## src/rtl/ps2_pkg.sv

```systemverilog
// ps2_pkg
// Shared constants for the PS/2 keyboard path: prefix bytes, the eight
// game key scan codes, the held-vector / press-vector bit positions and
// the key lookup used by the decode layer.
package ps2_pkg;

  localparam logic [7:0] SC_EXT = 8'hE0;
  localparam logic [7:0] SC_BRK = 8'hF0;

  // Player 0: arrow keys, sent with the E0 prefix
  localparam logic [7:0] SC_P0_LEFT  = 8'h6B;
  localparam logic [7:0] SC_P0_RIGHT = 8'h74;
  localparam logic [7:0] SC_P0_UP    = 8'h75;
  localparam logic [7:0] SC_P0_DOWN  = 8'h72;

  // Player 1: A / D / W / S, no prefix
  localparam logic [7:0] SC_P1_LEFT  = 8'h1C;
  localparam logic [7:0] SC_P1_RIGHT = 8'h23;
  localparam logic [7:0] SC_P1_UP    = 8'h1D;
  localparam logic [7:0] SC_P1_DOWN  = 8'h1B;

  localparam int KEY_P0_LEFT  = 0;
  localparam int KEY_P0_RIGHT = 1;
  localparam int KEY_P0_UP    = 2;
  localparam int KEY_P0_DOWN  = 3;
  localparam int KEY_P1_LEFT  = 4;
  localparam int KEY_P1_RIGHT = 5;
  localparam int KEY_P1_UP    = 6;
  localparam int KEY_P1_DOWN  = 7;

  typedef enum logic [1:0] {
    ST_IDLE   = 2'd0,
    ST_DATA   = 2'd1,
    ST_PARITY = 2'd2,
    ST_STOP   = 2'd3
  } frame_state_t;

  typedef struct packed {
    logic       hit;
    logic [2:0] idx;
  } key_hit_t;

  // A code only matches when its prefix state agrees: arrows need ext=1,
  // letter keys need ext=0.
  function automatic key_hit_t key_lookup(input logic [7:0] code, input logic ext);
    key_hit_t r;
    r.hit = 1'b1;
    r.idx = 3'd0;
    if (ext) begin
      case (code)
        SC_P0_LEFT:  r.idx = 3'(KEY_P0_LEFT);
        SC_P0_RIGHT: r.idx = 3'(KEY_P0_RIGHT);
        SC_P0_UP:    r.idx = 3'(KEY_P0_UP);
        SC_P0_DOWN:  r.idx = 3'(KEY_P0_DOWN);
        default:     r.hit = 1'b0;
      endcase
    end else begin
      case (code)
        SC_P1_LEFT:  r.idx = 3'(KEY_P1_LEFT);
        SC_P1_RIGHT: r.idx = 3'(KEY_P1_RIGHT);
        SC_P1_UP:    r.idx = 3'(KEY_P1_UP);
        SC_P1_DOWN:  r.idx = 3'(KEY_P1_DOWN);
        default:     r.hit = 1'b0;
      endcase
    end
    return r;
  endfunction

endpackage

```

## src/rtl/ps2_rx_frame.sv

```systemverilog
// ps2_rx_frame
// PS/2 receiver: two-flop synchronizers, ps2_clk glitch filter, 11-bit
// frame FSM and inter-edge timeout.
//   clk, rst       system clock, synchronous active-low reset
//   ps2_clk/data   raw asynchronous PS/2 pins
//   scan_code      last good byte (held between frames)
//   scan_valid     one-cycle pulse, scan_code valid in that cycle
//   frame_err      one-cycle pulse on bad parity, bad stop or timeout
//
// state     | meaning
// ST_IDLE   | waiting for a falling edge with data=0 (start bit)
// ST_DATA   | shifting in 8 data bits, LSB first
// ST_PARITY | sampling parity bit, odd parity over data+parity
// ST_STOP   | sampling stop bit, emit byte or error
module ps2_rx_frame
  import ps2_pkg::*;
#(
  parameter int TIMEOUT_CYC = 20000,
  parameter int FILT_LEN    = 4
) (
  input  logic       clk,
  input  logic       rst,
  input  logic       ps2_clk,
  input  logic       ps2_data,
  output logic [7:0] scan_code,
  output logic       scan_valid,
  output logic       frame_err
);

  localparam int FILT_CW = (FILT_LEN > 1) ? $clog2(FILT_LEN) : 1;
  localparam int TMO_CW  = $clog2(TIMEOUT_CYC + 1);

  logic               clk_s1, clk_s2, data_s1, data_s2;
  logic               filt_lvl;
  logic [FILT_CW-1:0] filt_cnt;
  logic               filt_flip, fall;

  frame_state_t       state;
  logic [2:0]         bit_cnt;
  logic [7:0]         shreg;
  logic               par_ok;
  logic [TMO_CW-1:0]  tmo_cnt;

  always_ff @(posedge clk) begin
    if (!rst) begin
      clk_s1  <= 1'b0;
      clk_s2  <= 1'b0;
      data_s1 <= 1'b0;
      data_s2 <= 1'b0;
    end else begin
      clk_s1  <= ps2_clk;
      clk_s2  <= clk_s1;
      data_s1 <= ps2_data;
      data_s2 <= data_s1;
    end
  end

  // filt_cnt counts consecutive samples that disagree with the filtered
  // level; the level flips on the FILT_LEN-th such sample. The level resets
  // to 0 so a reset while ps2_clk is low cannot manufacture a falling edge.
  assign filt_flip = (clk_s2 != filt_lvl) && (filt_cnt == FILT_CW'(FILT_LEN - 1));
  assign fall      = filt_flip && filt_lvl;

  always_ff @(posedge clk) begin
    if (!rst) begin
      filt_lvl <= 1'b0;
      filt_cnt <= '0;
    end else if (clk_s2 == filt_lvl) begin
      filt_cnt <= '0;
    end else if (filt_flip) begin
      filt_lvl <= clk_s2;
      filt_cnt <= '0;
    end else begin
      filt_cnt <= filt_cnt + FILT_CW'(1);
    end
  end

  always_ff @(posedge clk) begin
    if (!rst) begin
      state      <= ST_IDLE;
      bit_cnt    <= '0;
      shreg      <= '0;
      par_ok     <= 1'b0;
      tmo_cnt    <= '0;
      scan_code  <= '0;
      scan_valid <= 1'b0;
      frame_err  <= 1'b0;
    end else begin
      scan_valid <= 1'b0;
      frame_err  <= 1'b0;
      if (fall) begin
        // down-counter reloads on every edge; hitting 0 means TIMEOUT_CYC
        // edge-free cycles have elapsed
        tmo_cnt <= TMO_CW'(TIMEOUT_CYC - 1);
        case (state)
          ST_IDLE: begin
            if (!data_s2) begin
              state   <= ST_DATA;
              bit_cnt <= '0;
            end
          end
          ST_DATA: begin
            shreg   <= {data_s2, shreg[7:1]};
            bit_cnt <= bit_cnt + 3'd1;
            if (bit_cnt == 3'd7) state <= ST_PARITY;
          end
          ST_PARITY: begin
            par_ok <= ^{shreg, data_s2};
            state  <= ST_STOP;
          end
          ST_STOP: begin
            if (data_s2 && par_ok) begin
              scan_valid <= 1'b1;
              scan_code  <= shreg;
            end else begin
              frame_err <= 1'b1;
            end
            state <= ST_IDLE;
          end
          default: state <= ST_IDLE;
        endcase
      end else if (state != ST_IDLE) begin
        if (tmo_cnt == '0) begin
          state     <= ST_IDLE;
          frame_err <= 1'b1;
        end else begin
          tmo_cnt <= tmo_cnt - TMO_CW'(1);
        end
      end
    end
  end

endmodule

```

## src/rtl/ps2_key_decoder.sv

```systemverilog
// ps2_key_decoder
// Turns PS/2 keyboard scan codes into one-cycle key-press pulses for the
// two snake players (arrows -> player 0, WASD -> player 1).
//   clk, rst              system clock, synchronous active-low reset
//   ps2_clk, ps2_data     raw PS/2 pins
//   *_key_press           player-0 press pulses
//   *_key_press_1         player-1 press pulses
//   scan_code/scan_valid  last accepted byte and its one-cycle strobe
//   frame_err             one-cycle pulse on any receive error
module ps2_key_decoder
  import ps2_pkg::*;
#(
  parameter int TIMEOUT_CYC = 20000,
  parameter int FILT_LEN    = 4
) (
  input  logic       clk,
  input  logic       rst,
  input  logic       ps2_clk,
  input  logic       ps2_data,
  output logic       left_key_press,
  output logic       right_key_press,
  output logic       up_key_press,
  output logic       down_key_press,
  output logic       left_key_press_1,
  output logic       right_key_press_1,
  output logic       up_key_press_1,
  output logic       down_key_press_1,
  output logic [7:0] scan_code,
  output logic       scan_valid,
  output logic       frame_err
);

  logic       ext, brk;
  logic [7:0] held;
  logic [7:0] press;
  key_hit_t   hit;

  ps2_rx_frame #(
    .TIMEOUT_CYC (TIMEOUT_CYC),
    .FILT_LEN    (FILT_LEN)
  ) u_rx (
    .clk        (clk),
    .rst        (rst),
    .ps2_clk    (ps2_clk),
    .ps2_data   (ps2_data),
    .scan_code  (scan_code),
    .scan_valid (scan_valid),
    .frame_err  (frame_err)
  );

  assign hit = key_lookup(scan_code, ext);

  // held[] suppresses typematic repeats: only the first make after a
  // break (or after reset) produces a pulse.
  always_ff @(posedge clk) begin
    if (!rst) begin
      ext   <= 1'b0;
      brk   <= 1'b0;
      held  <= '0;
      press <= '0;
    end else begin
      press <= '0;
      if (frame_err) begin
        ext <= 1'b0;
        brk <= 1'b0;
      end else if (scan_valid) begin
        if (scan_code == SC_EXT) begin
          ext <= 1'b1;
        end else if (scan_code == SC_BRK) begin
          brk <= 1'b1;
        end else begin
          ext <= 1'b0;
          brk <= 1'b0;
          if (hit.hit) begin
            if (brk) begin
              held[hit.idx] <= 1'b0;
            end else if (!held[hit.idx]) begin
              held[hit.idx]  <= 1'b1;
              press[hit.idx] <= 1'b1;
            end
          end
        end
      end
    end
  end

  assign left_key_press    = press[KEY_P0_LEFT];
  assign right_key_press   = press[KEY_P0_RIGHT];
  assign up_key_press      = press[KEY_P0_UP];
  assign down_key_press    = press[KEY_P0_DOWN];
  assign left_key_press_1  = press[KEY_P1_LEFT];
  assign right_key_press_1 = press[KEY_P1_RIGHT];
  assign up_key_press_1    = press[KEY_P1_UP];
  assign down_key_press_1  = press[KEY_P1_DOWN];

endmodule

```

## config.mk

```make
export PLATFORM = sky130hd
export DESIGN_NAME = ps2_key_decoder
export DESIGN_NICKNAME = d
export VERILOG_FILES = /design/src/rtl/ps2_pkg.sv /design/src/rtl/ps2_rx_frame.sv /design/src/rtl/ps2_key_decoder.sv
export SDC_FILE = /design/constraint.sdc
export NUM_CORES = 1
export LEC_CHECK = 0
export BUFFER_PORTS_ARGS = -buffer_cell sky130_fd_sc_hd__buf_4
export CAP_MARGIN = 20
export CORE_MARGIN = 4
export CORE_UTILIZATION = 60
export CTS_CLUSTER_SIZE = 12
export DETAILED_ROUTE_END_ITERATION = 8
export PLACE_DENSITY = 0.79
export RECOVER_POWER = 100
export SYNTH_ARGS = -nofsm -noshare
export SYNTH_HDL_FRONTEND = slang
export SYNTH_HIERARCHICAL = 1
export SYNTH_SLANG_ARGS = --single-unit
```

## constraint.sdc

```tcl
create_clock -name clk -period 2.45 [get_ports clk]
set_input_delay 0.1225 -clock clk [delete_from_list [all_inputs] [get_ports clk]]
set_output_delay 0.1225 -clock clk [all_outputs]
set_load 0.02 [all_outputs]
```

==> results by group <==
Outcome
  – Run status: finished, final reports clean

Placement
  – Placed cell count: 432
  – Number of buffers added on ports: 21
  – HPWL reported at the end of detailed placement: 4.58 mm
  – RD Place Congestion: 0.891

Layout
  – Ant. Diodes: 0
  – Share of post-route cells with drive strength above 1: 10.8%
  – Non-filler instance count after layout: 448
  – Most used cells in the layout excluding fill and tap cells: 64 x sky130_fd_sc_hd__dfxtp_1, 35 x sky130_fd_sc_hd__nand2_1, 31 x sky130_fd_sc_hd__a21oi_1
  – Area growth from synthesis to final layout: 10.6%
  – Filler cell count: 434
  – Final Core Density: 68.7%
  – Layout Nets: 387
  – Most common cell after layout, fill and taps aside: sky130_fd_sc_hd__dfxtp_1

Timing
  – Endpoints failing hold: 0
  – Crit path time final: 2.23 ns
  – Achievable clock frequency: 449 MHz
  – RSZ-0062 raised after global routing: no
  – Worst clock skew: 0.00684 ns
  – Setup Viol. Count Final: 0
  – Sum of negative setup slack: 0 ns
  – Number of max-slew violations in the final report: 0
  – Actual slew at the worst max-slew pin: 0.678 ns
  – Max_slew headroom: 54.4%
  – Final Cycle Share: 91.0%

Synth
  – Synth async-reset ratio: 0%
  – Number of enable flip-flop cells after synthesis: 0
  – Top FF cell, synth: sky130_fd_sc_hd__dfxtp_1
  – Post-synthesis cell count: 349
  – Average footprint of a synthesized cell: 9.15 µm²
  – Synth Register Bits: 64
  – Syn Nets: 361
  – Post-synthesis cell type count: 66
  – Netlist area before placement: 3190 µm²
  – Yosys warning total: 6
  – Sequential cell area fraction in the yosys report: 40.1%

Min path
  – Worst Min Path Start: rst
  – Path type of the worst min-delay path: primary input to register

Floorplanning
  – Initial Util: 62.1%
  – Row count: 26
  – Area of the core: 5140 µm²
  – Die area: 6550 µm²
  – Die extent in y: 80.9 µm
  – Floorplan die width: 80.9 µm
  – Top-level port count: 22

Global route
  – Pin count of the biggest net entering global routing: 23
  – Number of global-route vias before repair: 2556
  – Global routing usage summed across all routing layers: 22.4%
  – Global route overflow: 0
  – Wire length of the first global-routing pass: 11.6 mm
  – Initial antenna violation count: 0

Critical path
  – Top fanout value on the critical path: 9
  – Worst Path Buf+Inv: 0
  – CP startpoint: u_rx/scan_code[5]$_SDFFE_PN0P_
  – End point of the critical path: press[3]$_SDFF_PP0_
  – Launch instance of the worst register-to-register path: u_rx/scan_code[5]$_SDFFE_PN0P_
  – Critical Path, Cell by Cell: and3b_1, or2_2, a32oi_4, mux2_1, a2bb2oi_2, a211oi_1
  – Sort of element at the end of the critical path: register
  – Minimum setup slack among reg-to-reg paths: 0.22 ns
  – Number of cell instances on the worst register-to-register path: 6
  – Largest delay share family, worst path: compound AO/OA/AOI/OAI gates
  – Class of the most critical setup path: register to register
  – Kind of start point of the critical path: register
  – Biggest cell delay along the critical path: 0.45 ns
  – Cell count along the critical path: 6
  – Critical R2R Capture: press[3]$_SDFF_PP0_
  – Critical Path RT: 2.69 ns
  – Data arrival at the endpoint of the critical path: 2.47 ns
  – Slowest cell on the critical path: sky130_fd_sc_hd__dfxtp_1

Detailed routing
  – Via count: 2739
  – Detailed router's first-iteration violation count: 182
  – Average detailed-routed wire length per instance: 14.7 µm
  – Wirelength, routed: 6.57 mm
  – Mean number of vias per cell: 6.11
  – Pre-Repair DR Iteration Count: 4
  – Drc violations: 0
  – Antenna viol nets, final: 0

Power
  – Worst supply voltage drop on vdd: 0.437 mV
  – Leakage power of the design: 1.30 nW
  – Ratio of total power to cell area: 537 nW/µm²

Clock network
  – H-tree level count: 3
  – Post-CTS setup buffer count: 0
  – Number of clock buffers inserted by TritonCTS: 9
  – Worst skew pair latency: 0.34 ns
  – CTS tree: built
  – PostCTS Resize Cnt: 0
  – Library cell used as clock root buffer: sky130_fd_sc_hd__clkbuf_8
  – Clock sink count: 64
  – Clock-pin slew of the registers on the worst-case setup and hold paths: 0.07 ns
  – Maximum clock path buffer count: 2

Run
  – Number of max-cap violations: 0
worst min-delay path by stage:
| stage | to | slack (ns) | cells past startpoint |
|---|---|---|---|
| 4_1_cts | u_rx/tmo_cnt[1]$_SDFFE_PN0P_ | 0.13 | 2 |
| 3_5_place_dp | u_rx/clk_s1$_SDFF_PN0_ | 0.34 | 2 |
| 6_report | u_rx/tmo_cnt[3]$_SDFFE_PN0P_ | 0.15 | 2 |
| 2_1_floorplan | u_rx/clk_s1$_SDFF_PN0_ | 0.25 | 1 |
| 3_3_place_gp | u_rx/clk_s1$_SDFF_PN0_ | 0.33 | 2 |
| 5_1_grt | u_rx/tmo_cnt[3]$_SDFFE_PN0P_ | 0.14 | 2 |
layer usage:
metal	GRT usage [%]	share of wire (%)	wire length (µm)
met5	0	0	0
met4	7.09	1.6	103
met2	37.7	46	3050
met3	6.10	5.7	377
met1	27.7	46	3040
cells in the mapped netlist (4+ instances only):
master / number / area share [%]
sky130_fd_sc_hd__dfxtp_1: 64 / 40
sky130_fd_sc_hd__nand2_1: 35 / 4.1
sky130_fd_sc_hd__a21oi_1: 31 / 4.9
sky130_fd_sc_hd__nor2_1: 26 / 3.1
sky130_fd_sc_hd__mux2i_1: 17 / 5.3
sky130_fd_sc_hd__nand3_1: 15 / 2.4
sky130_fd_sc_hd__clkbuf_1: 10 / 1.2
sky130_fd_sc_hd__or3_1: 10 / 2.0
sky130_fd_sc_hd__inv_1: 9 / 1.1
sky130_fd_sc_hd__o31ai_1: 9 / 2.1
sky130_fd_sc_hd__ha_1: 8 / 3.1
sky130_fd_sc_hd__a31oi_1: 7 / 1.4
sky130_fd_sc_hd__o21ai_0: 7 / 1.1
sky130_fd_sc_hd__and2_1: 6 / 1.2
sky130_fd_sc_hd__or4_1: 5 / 1.2
sky130_fd_sc_hd__nand2b_1: 4 / 0.78
sky130_fd_sc_hd__nand3b_1: 4 / 0.94
sky130_fd_sc_hd__xnor2_1: 4 / 1.1
what timing repair did:
action / 4_1_cts / 5_1_grt
endpoints found under the hold margin: 2 / 0
hold buffers: 2 / 0
endpoints found under the setup margin: 0 / 0
stage by stage:
stage / hold slack, ns / area [µm²] / power, mW / worst slack (ns)
2_1_floorplan: 0.250 / 3190 / 1.09 / 0.323
3_3_place_gp: 0.335 / 3420 / 1.10 / 0.391
5_1_grt: 0.138 / 3530 / 1.97 / 0.0211
3_5_place_dp: 0.336 / 3420 / 1.10 / 0.256
4_1_cts: 0.132 / 3620 / 1.92 / 0.229
6_report: 0.149 / 3530 / 1.89 / 0.221
area by class of cell:
type / count / area (µm²) / area share (%)
multi-input combinational: 263 / 1800 / 51.0
tap: 70 / 87.6 / 2.48
inverter: 9 / 33.8 / 0.957
sequential: 64 / 1280 / 36.3
clock buffer: 12 / 165 / 4.68
clock inverter: 2 / 15.0 / 0.425
timing repair buffer: 28 / 145 / 4.11
cell families (layout without fill, tap and decap cells):
family                   Yosys count  after routing  share of synthesized area, %
AND/OR/NAND/NOR                  149            149                          28.0
AO/OA/AOI/OAI                     80             80                          17.5
flip-flops                        64             64                          40.1
buffers and inverters             22             51                          2.86
multiplexers                      18             18                          5.68
adder cells (fa/ha/maj)            8              8                          3.14
XOR/XNOR                           8              8                          2.63
power by group:
| group | internal, mW | total (mW) | leakage, nW | switching, mW |
|---|---|---|---|---|
| registers | 1.04 | 1.05 | 0.516 | 0.00215 |
| clock network | 0.438 | 0.815 | 0.0866 | 0.377 |
| logic | 0.0124 | 0.0330 | 0.695 | 0.0206 |
No activity file was read; power rests on OpenSTA's default activity.
